==> src/rtl/score_lives_keeper_if.sv <==
// Game-event interface for score_lives_keeper.
// Carries the collision/frame inputs and the score/lives/state outputs.
interface score_lives_keeper_if;
  logic        startOfFrame;
  logic        startGame;
  logic        collisionSmileyObstacleGood;
  logic        collisionSmileyObstacleBad;
  logic        collisionSmileyBumperPulse;
  logic        collisionSmileySpringPulse;
  logic        collisionSmileyBottom;
  logic [3:0]  scoreDigit;
  logic [15:0] score;
  logic [2:0]  lives;
  logic [1:0]  gameState;
  logic        ballReset;
  logic        scoreChanged;

  // Producer of game events, consumer of score/lives/state
  modport master (
    output startOfFrame, startGame, collisionSmileyObstacleGood,
           collisionSmileyObstacleBad, collisionSmileyBumperPulse,
           collisionSmileySpringPulse, collisionSmileyBottom, scoreDigit,
    input  score, lives, gameState, ballReset, scoreChanged
  );

  // The score/lives keeper itself
  modport slave (
    input  startOfFrame, startGame, collisionSmileyObstacleGood,
           collisionSmileyObstacleBad, collisionSmileyBumperPulse,
           collisionSmileySpringPulse, collisionSmileyBottom, scoreDigit,
    output score, lives, gameState, ballReset, scoreChanged
  );
endinterface

==> src/rtl/score_lives_keeper.sv <==
// score_lives_keeper: latches per-frame collision events, applies them at the
// next frame boundary to a 4-digit BCD score, tracks lives and game state.
// Optional macro BONUS_LIFE_EN: extra life whenever the thousands digit rises.
module score_lives_keeper #(
  parameter int unsigned INIT_LIVES       = 3,
  parameter int unsigned MAX_LIVES        = 7,
  parameter int unsigned BUMPER_POINTS    = 5,
  parameter int unsigned BAD_PENALTY      = 3,
  parameter int unsigned BALL_LOST_FRAMES = 60
) (
  input logic                 clk,
  input logic                 resetN,
  score_lives_keeper_if.slave bus
);

  localparam int unsigned CNT_W = $clog2(BALL_LOST_FRAMES + 1);

  typedef enum logic [1:0] {
    ST_IDLE      = 2'd0,
    ST_PLAYING   = 2'd1,
    ST_BALL_LOST = 2'd2,
    ST_GAME_OVER = 2'd3
  } state_e;

  // Single-digit BCD add into the units digit, saturating at 9999
  function automatic logic [15:0] bcd_add_sat(input logic [15:0] a, input logic [3:0] b);
    logic [15:0] r;
    logic        c;
    logic [4:0]  s;
    r = '0;
    c = 1'b0;
    s = '0;
    for (int i = 0; i < 4; i++) begin
      s = {1'b0, a[i*4 +: 4]} + {4'd0, c} + ((i == 0) ? {1'b0, b} : 5'd0);
      if (s > 5'd9) begin
        r[i*4 +: 4] = 4'(s - 5'd10);
        c = 1'b1;
      end else begin
        r[i*4 +: 4] = s[3:0];
        c = 1'b0;
      end
    end
    return c ? 16'h9999 : r;
  endfunction

  // Single-digit BCD subtract from the units digit, saturating at 0
  function automatic logic [15:0] bcd_sub_sat(input logic [15:0] a, input logic [3:0] b);
    logic [15:0] r;
    logic        bw;
    logic [4:0]  s;
    r  = '0;
    bw = 1'b0;
    s  = '0;
    for (int i = 0; i < 4; i++) begin
      s = {1'b0, a[i*4 +: 4]} - {4'd0, bw} - ((i == 0) ? {1'b0, b} : 5'd0);
      if (s[4]) begin
        r[i*4 +: 4] = 4'(s + 5'd10);
        bw = 1'b1;
      end else begin
        r[i*4 +: 4] = s[3:0];
        bw = 1'b0;
      end
    end
    return bw ? 16'h0000 : r;
  endfunction

  state_e             state_q, state_d;
  logic [15:0]        score_q, score_d;
  logic [2:0]         lives_q, lives_d;
  logic [CNT_W-1:0]   cnt_q, cnt_d;
  logic               ball_reset_q, ball_reset_d;
  logic               score_changed_q, score_changed_d;
  logic               pend_good_q, pend_good_d, pend_bad_q, pend_bad_d;
  logic               pend_bump_q, pend_bump_d, pend_bottom_q, pend_bottom_d;
  logic [3:0]         pend_digit_q, pend_digit_d;
  logic               app_valid_q, app_valid_d;
  logic               app_good_q, app_good_d, app_bad_q, app_bad_d;
  logic               app_bump_q, app_bump_d, app_bottom_q, app_bottom_d;
  logic [3:0]         app_digit_q, app_digit_d;
  logic [15:0]        sum_c;
  logic [2:0]         lives_c;
  logic               base_good_c;

  // Spring hits are accepted but carry no game consequence
  logic unused_spring;
  assign unused_spring = bus.collisionSmileySpringPulse;

  // Next-state: event capture, frame hand-over, score apply and game FSM
  always_comb begin
    state_d         = state_q;
    score_d         = score_q;
    lives_d         = lives_q;
    cnt_d           = cnt_q;
    ball_reset_d    = 1'b0;
    score_changed_d = 1'b0;
    pend_good_d     = 1'b0;
    pend_bad_d      = 1'b0;
    pend_bump_d     = 1'b0;
    pend_bottom_d   = 1'b0;
    pend_digit_d    = pend_digit_q;
    app_valid_d     = bus.startOfFrame;
    app_good_d      = app_good_q;
    app_bad_d       = app_bad_q;
    app_bump_d      = app_bump_q;
    app_bottom_d    = app_bottom_q;
    app_digit_d     = app_digit_q;
    sum_c           = score_q;
    lives_c         = lives_q;
    base_good_c     = 1'b0;

    // Frame boundary: hand pending events over for next-cycle apply
    if (bus.startOfFrame) begin
      app_good_d   = pend_good_q;
      app_bad_d    = pend_bad_q;
      app_bump_d   = pend_bump_q;
      app_bottom_d = pend_bottom_q;
      app_digit_d  = pend_digit_q;
    end

    // Sticky capture; a boundary-cycle event lands in the fresh frame
    if (state_q == ST_PLAYING) begin
      base_good_c   = bus.startOfFrame ? 1'b0 : pend_good_q;
      pend_good_d   = base_good_c | bus.collisionSmileyObstacleGood;
      pend_bad_d    = (bus.startOfFrame ? 1'b0 : pend_bad_q) | bus.collisionSmileyObstacleBad;
      pend_bump_d   = (bus.startOfFrame ? 1'b0 : pend_bump_q) | bus.collisionSmileyBumperPulse;
      pend_bottom_d = (bus.startOfFrame ? 1'b0 : pend_bottom_q) | bus.collisionSmileyBottom;
      if (bus.collisionSmileyObstacleGood && !base_good_c) begin
        pend_digit_d = bus.scoreDigit;
      end
    end else begin
      pend_digit_d = 4'd0;
    end

    case (state_q)
      ST_IDLE, ST_GAME_OVER: begin
        if (bus.startGame) begin
          score_d      = 16'h0000;
          lives_d      = 3'(INIT_LIVES);
          cnt_d        = '0;
          ball_reset_d = 1'b1;
          state_d      = ST_PLAYING;
        end
      end
      ST_PLAYING: begin
        if (app_valid_q) begin
          if (app_good_q) sum_c = bcd_add_sat(sum_c, app_digit_q);
          if (app_bump_q) sum_c = bcd_add_sat(sum_c, 4'(BUMPER_POINTS));
          if (app_bad_q)  sum_c = bcd_sub_sat(sum_c, 4'(BAD_PENALTY));
          score_d         = sum_c;
          score_changed_d = (sum_c != score_q);
          if (app_bottom_q) begin
            if (lives_q == 3'd1) begin
              lives_c = 3'd0;
              state_d = ST_GAME_OVER;
            end else begin
              lives_c = lives_q - 3'd1;
              state_d = ST_BALL_LOST;
              cnt_d   = '0;
            end
          end
`ifdef BONUS_LIFE_EN
          if (state_d != ST_GAME_OVER && sum_c[15:12] > score_q[15:12] &&
              lives_c < 3'(MAX_LIVES)) begin
            lives_c = lives_c + 3'd1;
          end
`endif
          lives_d = lives_c;
        end
      end
      ST_BALL_LOST: begin
        if (bus.startOfFrame) begin
          if (cnt_q + CNT_W'(1) == CNT_W'(BALL_LOST_FRAMES)) begin
            cnt_d        = '0;
            ball_reset_d = 1'b1;
            state_d      = ST_PLAYING;
          end else begin
            cnt_d = cnt_q + CNT_W'(1);
          end
        end
      end
      default: state_d = ST_IDLE;
    endcase
  end

  // State and output registers with synchronous active-low reset
  always_ff @(posedge clk) begin
    if (!resetN) begin
      state_q         <= ST_IDLE;
      score_q         <= '0;
      lives_q         <= '0;
      cnt_q           <= '0;
      ball_reset_q    <= 1'b0;
      score_changed_q <= 1'b0;
      pend_good_q     <= 1'b0;
      pend_bad_q      <= 1'b0;
      pend_bump_q     <= 1'b0;
      pend_bottom_q   <= 1'b0;
      pend_digit_q    <= '0;
      app_valid_q     <= 1'b0;
      app_good_q      <= 1'b0;
      app_bad_q       <= 1'b0;
      app_bump_q      <= 1'b0;
      app_bottom_q    <= 1'b0;
      app_digit_q     <= '0;
    end else begin
      state_q         <= state_d;
      score_q         <= score_d;
      lives_q         <= lives_d;
      cnt_q           <= cnt_d;
      ball_reset_q    <= ball_reset_d;
      score_changed_q <= score_changed_d;
      pend_good_q     <= pend_good_d;
      pend_bad_q      <= pend_bad_d;
      pend_bump_q     <= pend_bump_d;
      pend_bottom_q   <= pend_bottom_d;
      pend_digit_q    <= pend_digit_d;
      app_valid_q     <= app_valid_d;
      app_good_q      <= app_good_d;
      app_bad_q       <= app_bad_d;
      app_bump_q      <= app_bump_d;
      app_bottom_q    <= app_bottom_d;
      app_digit_q     <= app_digit_d;
    end
  end

  assign bus.score        = score_q;
  assign bus.lives        = lives_q;
  assign bus.gameState    = state_q;
  assign bus.ballReset    = ball_reset_q;
  assign bus.scoreChanged = score_changed_q;

endmodule

==> src/flat_wrapper.sv <==
// flat-port wrapper written by rule: the top's interface ports become plain ports
module score_lives_keeper_flat 
#(
  parameter int unsigned INIT_LIVES       = 3,
  parameter int unsigned MAX_LIVES        = 7,
  parameter int unsigned BUMPER_POINTS    = 5,
  parameter int unsigned BAD_PENALTY      = 3,
  parameter int unsigned BALL_LOST_FRAMES = 60
)
  (clk, resetN, bus_startOfFrame, bus_startGame, bus_collisionSmileyObstacleGood, bus_collisionSmileyObstacleBad, bus_collisionSmileyBumperPulse, bus_collisionSmileySpringPulse, bus_collisionSmileyBottom, bus_scoreDigit, bus_score, bus_lives, bus_gameState, bus_ballReset, bus_scoreChanged);
  score_lives_keeper_if bus_i ();
  input logic clk;
  input logic resetN;
  input wire logic [$bits(bus_i.startOfFrame)-1:0] bus_startOfFrame;
  input wire logic [$bits(bus_i.startGame)-1:0] bus_startGame;
  input wire logic [$bits(bus_i.collisionSmileyObstacleGood)-1:0] bus_collisionSmileyObstacleGood;
  input wire logic [$bits(bus_i.collisionSmileyObstacleBad)-1:0] bus_collisionSmileyObstacleBad;
  input wire logic [$bits(bus_i.collisionSmileyBumperPulse)-1:0] bus_collisionSmileyBumperPulse;
  input wire logic [$bits(bus_i.collisionSmileySpringPulse)-1:0] bus_collisionSmileySpringPulse;
  input wire logic [$bits(bus_i.collisionSmileyBottom)-1:0] bus_collisionSmileyBottom;
  input wire logic [$bits(bus_i.scoreDigit)-1:0] bus_scoreDigit;
  output wire logic [$bits(bus_i.score)-1:0] bus_score;
  output wire logic [$bits(bus_i.lives)-1:0] bus_lives;
  output wire logic [$bits(bus_i.gameState)-1:0] bus_gameState;
  output wire logic [$bits(bus_i.ballReset)-1:0] bus_ballReset;
  output wire logic [$bits(bus_i.scoreChanged)-1:0] bus_scoreChanged;
  assign bus_i.startOfFrame = bus_startOfFrame;
  assign bus_i.startGame = bus_startGame;
  assign bus_i.collisionSmileyObstacleGood = bus_collisionSmileyObstacleGood;
  assign bus_i.collisionSmileyObstacleBad = bus_collisionSmileyObstacleBad;
  assign bus_i.collisionSmileyBumperPulse = bus_collisionSmileyBumperPulse;
  assign bus_i.collisionSmileySpringPulse = bus_collisionSmileySpringPulse;
  assign bus_i.collisionSmileyBottom = bus_collisionSmileyBottom;
  assign bus_i.scoreDigit = bus_scoreDigit;
  assign bus_score = bus_i.score;
  assign bus_lives = bus_i.lives;
  assign bus_gameState = bus_i.gameState;
  assign bus_ballReset = bus_i.ballReset;
  assign bus_scoreChanged = bus_i.scoreChanged;
  score_lives_keeper #(.INIT_LIVES(INIT_LIVES), .MAX_LIVES(MAX_LIVES), .BUMPER_POINTS(BUMPER_POINTS), .BAD_PENALTY(BAD_PENALTY), .BALL_LOST_FRAMES(BALL_LOST_FRAMES)) u_core (.clk(clk), .resetN(resetN), .bus(bus_i));
endmodule
==> config.mk <==
export PLATFORM = sky130hd
export DESIGN_NAME = score_lives_keeper_flat
export DESIGN_NICKNAME = d
export VERILOG_FILES = /design/src/rtl/score_lives_keeper_if.sv /design/src/rtl/score_lives_keeper.sv /design/src/flat_wrapper.sv
export SDC_FILE = /design/constraint.sdc
export NUM_CORES = 1
export LEC_CHECK = 0
export CELL_PAD_IN_SITES_DETAIL_PLACEMENT = 0
export CELL_PAD_IN_SITES_GLOBAL_PLACEMENT = 1
export CORE_MARGIN = 1
export CORE_UTILIZATION = 32
export DETAILED_ROUTE_END_ITERATION = 8
export PLACE_DENSITY_LB_ADDON = 0.1
export SETUP_SLACK_MARGIN = 0.05
export SLEW_MARGIN = 30
export SYNTH_ARGS = -nofsm -noshare
export SYNTH_HDL_FRONTEND = slang
export SYNTH_SLANG_ARGS = --single-unit
==> constraint.sdc <==
create_clock -name clk -period 19.66 [get_ports clk]
set_input_delay 1.966 -clock clk [delete_from_list [all_inputs] [get_ports clk]]
set_output_delay 1.966 -clock clk [all_outputs]
set_load 0.01 [all_outputs]
# Yosys cells after proc, flatten, opt, wreduce, memory -nomap -nowiden
# Cells that the tools add are included.
# word_totals
mem_bits_ro	0
inputBits	13
ramBits	0
latch_bits	0
wordCells	180
mem_count	0
output_inout_bits	23
register_bits	46
# classes
n_mux	102
n_reduce_logical	11
multipliers	0
n_eq_ne	12
bitwise_logic	4
magnitude_cmp	8
shifts	0
div	0
n_addsub	26
# op_table
operator	count
$mux W16	14
$mux W1	56
$mux W4	12
$gt A5 B4 Y1 const B	8
$mux W6	6
$pmux W16 S2	1
$sub A4 B4 Y4 const B	8
$add A4 B1 Y5	6
$pmux W6 S3	1
$add A4 B4 Y4 const B	4
$ne A16 B16 Y1	1
$sub A4 B1 Y5	3
$mux W3	4
$mux W2	5
$reduce_and A5 Y1	2
$add A6 B1 Y6 const B	1
$eq A6 B6 Y1 const B	1
$ne A2 B1 Y1 const B	3
$ne A2 B2 Y1 const B	3
$pmux W2 S3	1
$pmux W3 S2	1
$reduce_and A3 Y1	2
$add A4 B3 Y5 const B	1
$add A4 B4 Y5	1
14 further kinds	18

# Longest topological paths before layout
# logic_depth
depth_word	82
ltp_mapped	78
mapped_depth_nobuf	72

# Least setup slack after synthesis
# OpenSTA, ideal clock, no wires.
# synth_timing
path_kind	flip-flop to flip-flop
startpoint	reg u_core.score_q[0], in the netlist u_core.bus.score[0]
endpoint	reg u_core.score_changed_q, in the netlist u_core.bus.scoreChanged
required_time_ns	19.534
period_less_slack_ns	15.425
setup_ns	0.126
n_path_buf	7
setup_slack_ns	4.235
arrival_time_ns	15.299
stages_incl_launch_ff	77
cell_sequence	dfxtp_1 ha_1 inv_1 fa_1 xor2_1 nand2_1 a21o_1 ha_1 ha_1 clkbuf_1 nand2b_1 a31oi_1 nor3_1 ha_1 ha_1 clkbuf_1 nand2b_1 a31oi_1 (+41 left out) nand2_1 nor2_1 ha_1 ha_1 clkbuf_1 and3_1 ha_1 ha_1 nand4_1 nor3_1 or3_1 clkbuf_1 nor3_1 and2_0 a2111o_1 a2111o_1 a2111oi_2 a21oi_1
# synth_between
elab_chain_len	81
elab_cells_between_ends	105
classes_between	24 x add/sub; 8 x order compare; 1 x eq/ne; 72 x mux
# synth_rtl
element	line_no	text
start, declared	score_lives_keeper.sv:68	logic [15:0] score_q, score_d;
start signal, assigned	score_lives_keeper.sv:207	score_q <= score_d;
parallel branches: the longest is 80 deep, another holds $add A4 B4 Y5	--	
$ne A16 B16 Y1 (*)	score_lives_keeper.sv:150	score_changed_d = (sum_c != score_q);
end signal, assigned	score_lives_keeper.sv:211	score_changed_q <= score_changed_d;
end, declared	score_lives_keeper.sv:72	logic score_changed_q, score_changed_d;
# Mark *: on every way between the ends. The select of a mux whose other input is x is not followed.
# A chain may end at the register's enable or synchronous reset.

# Worst setup path after layout
# Ends and elaborated chain as after synthesis.

==> metrics.md <==
| Metric | Value |
|---|---|
| Via-per-instance ratio | `5.99` |
| Async SR Flop Fraction | `0%` |
| Final-stage net count | `845` |
| Final Max Slew Viols | `0` |
| Max stage delay cell, worst path | `dfxtp_1` |
| CP arrival | `18.30 ns` |
| Root buffer cell | `clkbuf_16` |
| Clock Path Buffers | `2` |
| TNS Setup | `0 ns` |
| DR top layer | `met4` |
| Worst Hold Class | `reg -> reg` |
| Post-synthesis sequential area ratio | `15.7%` |
| Met2 routed WL | `8720 microns` |
| Outcome | `finished, final reports clean` |
| Flops & latches, synth | `46` |
| Initial antenna violation count | `0` |
| Minimum clock period | `18.11 ns` |
| Clk_skew | `0.0100 ns` |
| RSZ-0062 raised after global routing | `false` |
| Filler cell count | `1,899` |
| Cts hold-fix bufs | `0` |
| Largest stage delay on the critical path | `0.55 ns` |
| Die H | `137 microns` |
| H-tree Lvls | `2` |
| Post-route DRC | `0` |
| WS Path Type | `reg -> reg` |
| Finish-stage setup viols | `0` |
| I/O Buffers | `34` |
| M1 wire length | `9110 microns` |
| CP Launch Type | `flop` |
| CTS tree | `yes` |
| Met3 Wirelength | `797 microns` |
| Achievable Freq | `55.2 MHz` |
| Synth Flop Type | `dfxtp_1` |
| Ys Warns | `0` |
| Post-synth top area cell | `dfxtp_1` |
| Drt first-iter violations | `420` |
| Maximum vdd drop | `0.0000467 V` |
| Detailed-route via count | `6,117` |
| Gpl congestion | `0.887` |
| Slew HR | `45.1%` |
| Starting Density | `32.6%` |
| CTS sink cnt | `46` |
| Syn_nets | `840` |
| Hpwl dp | `14,200 microns` |
| Post-route setup slack | `1.55 ns` |
| Seq. cell area | `921 sq um` |
| Hold_ws | `0.493 ns` |
| CP Data Required Time | `19.85 ns` |
| Routed WL per cell | `18.7 microns` |
| Antenna Nets Post-Route | `0` |
| Multi-input gate area | `4590 sq um` |
| Worst-path clk slew | `0.08 ns` |
| Actual slew at the worst max-slew pin | `0.821 ns` |
| Row count | `49` |
| First-pass GRT wire length | `29,900 microns` |
| Final Hold Fails | `0` |
| Vias in the first global route | `5,467` |
| Leak pwr | `2.43 nW` |
| Critical Path End Type | `flop` |
| Netlist cell types | `101` |
| Place WS | `0.840 ns` |
| Core area | `18,000 sq um` |
| Pin count of the biggest net entering global routing | `32` |
| Share of cells above drive strength 1 | `7.07%` |
| Gate Count Post-Synth | `786` |
| Antenna fix cells | `0` |
| Dominant cells by area after synthesis | `dfxtp_1 16%, ha_1 8.6%, nor2_1 4.6%` |
| Worst-path fanout max | `18` |
| Mapped cell area | `5850 sq um` |
| Total gr overflow | `0` |
| Ports | `36` |
| EDFF count, synth | `0` |
| Die footprint | `18,800 sq um` |
| Syn Area/Cell | `7.44 sq um` |
| DRT Pass-1 Iters | `5` |
| Die Wd | `137 microns` |
| PD cells | `59.7 nW/um^2` |
| Skew-Pair Late Insertion Delay | `0.30 ns` |
| CTS Buf Count | `5` |
| MaxCap Viol Count | `0` |
| P&R area growth vs syn | `11.2%` |
| Crit share post-route | `92.1%` |
| Yosys top cell area share | `15.7%` |
| GRT Total Usage | `20.5%` |
| Reg2reg setup slack | `1.55 ns` |
| Critical Path Most Common Cell | `ha_1` |
| Design Power | `0.000389 W` |
| Routed wire length | `19,100 microns` |
==> power breakdown <==
part           leakage [nW]  switching [W]  internal, W  total (W)
Combinational          1.98       0.000118    0.0000688   0.000187
Sequential            0.373     0.00000738     0.000101   0.000109
Clock                0.0723      0.0000444    0.0000487  0.0000931
==> path summary, 6_finish.rpt <==
kind                               startpoint                                  to  cells after the start
min reg2reg   u_core.pend_bottom_q$_SDFF_PN0_     u_core.pend_bottom_q$_SDFF_PN0_                      2
max reg2reg  u_core.bus.score[0]$_SDFFE_PN0P_  u_core.bus.scoreChanged$_SDFF_PN0_                     72
min           u_core.pend_bottom_q$_SDFF_PN0_     u_core.pend_bottom_q$_SDFF_PN0_                      2
max          u_core.bus.score[0]$_SDFFE_PN0P_  u_core.bus.scoreChanged$_SDFF_PN0_                     72
==> state kept, by name (all words and copies together) (netlist names) <==
register,cells
u_core.app_bad_q,1
u_core.bus.lives,3
u_core.app_digit_q,4
u_core.pend_bottom_q,1
u_core.app_bump_q,1
u_core.cnt_q,6
u_core.pend_bad_q,1
u_core.bus.score,16
u_core.pend_good_q,1
u_core.bus.scoreChanged,1
u_core.bus.ballReset,1
u_core.app_bottom_q,1
u_core.app_valid_q,1
u_core.bus.gameState,2
u_core.app_good_q,1
u_core.pend_bump_q,1
u_core.pend_digit_q,4
==> per-layer routing <==
metal  vias up  track usage, %
met4         0            6.78
met5         -               0
li1       2994               -
met3        24            1.91
met1      2919            28.0
met2       180            33.8
==> critical path, delay by kind of cell, from the launching register on <==
kind	cells	cell delay [ns]
fa+ha+maj	21	6.54
flops	1	0.55
buf+inv	5	0.81
mux	1	0.44
compound gates	21	4.75
simple gates	22	4.46
xor+xnor	2	0.41
==> cell families (layout without fill, tap and decap cells) <==
kind of cell,Yosys count,count (layout),synth area share (%)
AOI/OAI and AO/OA,243,243,31.9
and+or+nand+nor,319,319,28.9
xor gates and xnor gates,28,28,4.19
buffers and inverters,85,91,6.10
adders and majority gates,41,41,8.90
muxes,24,24,4.26
DFF,46,46,15.7
==> stage by stage <==
stage	instance area, sq um	cells	util (%)
floorplan	5850	786	-
global placement	6340	1013	35.3
CTS	6490	1021	36.1
detailed placement	6340	1013	35.3
finish	6510	1021	36.2
global route	6510	1021	36.2
==> cell usage after synthesis (all sizes together), types with 11 or more instances <==
master	number
and3	11
dfxtp	46
inv	38
and2	14
nand2	61
xnor2	19
buf	14
a211oi	18
nor3	31
nor4	12
nor2	74
ha	40
nand2b	18
nor2b	23
clkbuf	31
o31ai	13
o21ai	36
nand3	24
mux2i	20
a21oi	40
==> layout make-up <==
type                       instances  share of cell area [%]
clock inverter                     3                   0.423
sequential                        46                    14.2
timing repair buffer              43                    6.27
multi-input combinational        655                    70.5
clock buffer                       5                    1.92
tap                              229                    4.40
inverter                          40                    2.31
==> layout by cell type (no fill, tap or decap), types with 17 or more instances in the layout <==
cell,n
nor2_1,72
nand2_1,61
dfxtp_1,46
ha_1,39
a21oi_1,38
inv_1,36
clkdlybuf4s50_1,34
o21ai_0,33
nor3_1,29
nand3_1,24
nor2b_1,23
xnor2_1,19
mux2i_1,19
nand2b_1,18
a211oi_1,17
==> repair_timing <==
item | 4_1_cts | 5_1_grt
setup endpoints to repair | 0 | 1
setup buffers | 0 | 0
resized for setup | 0 | 4
Note: power is estimated with default switching activity, not from simulation.
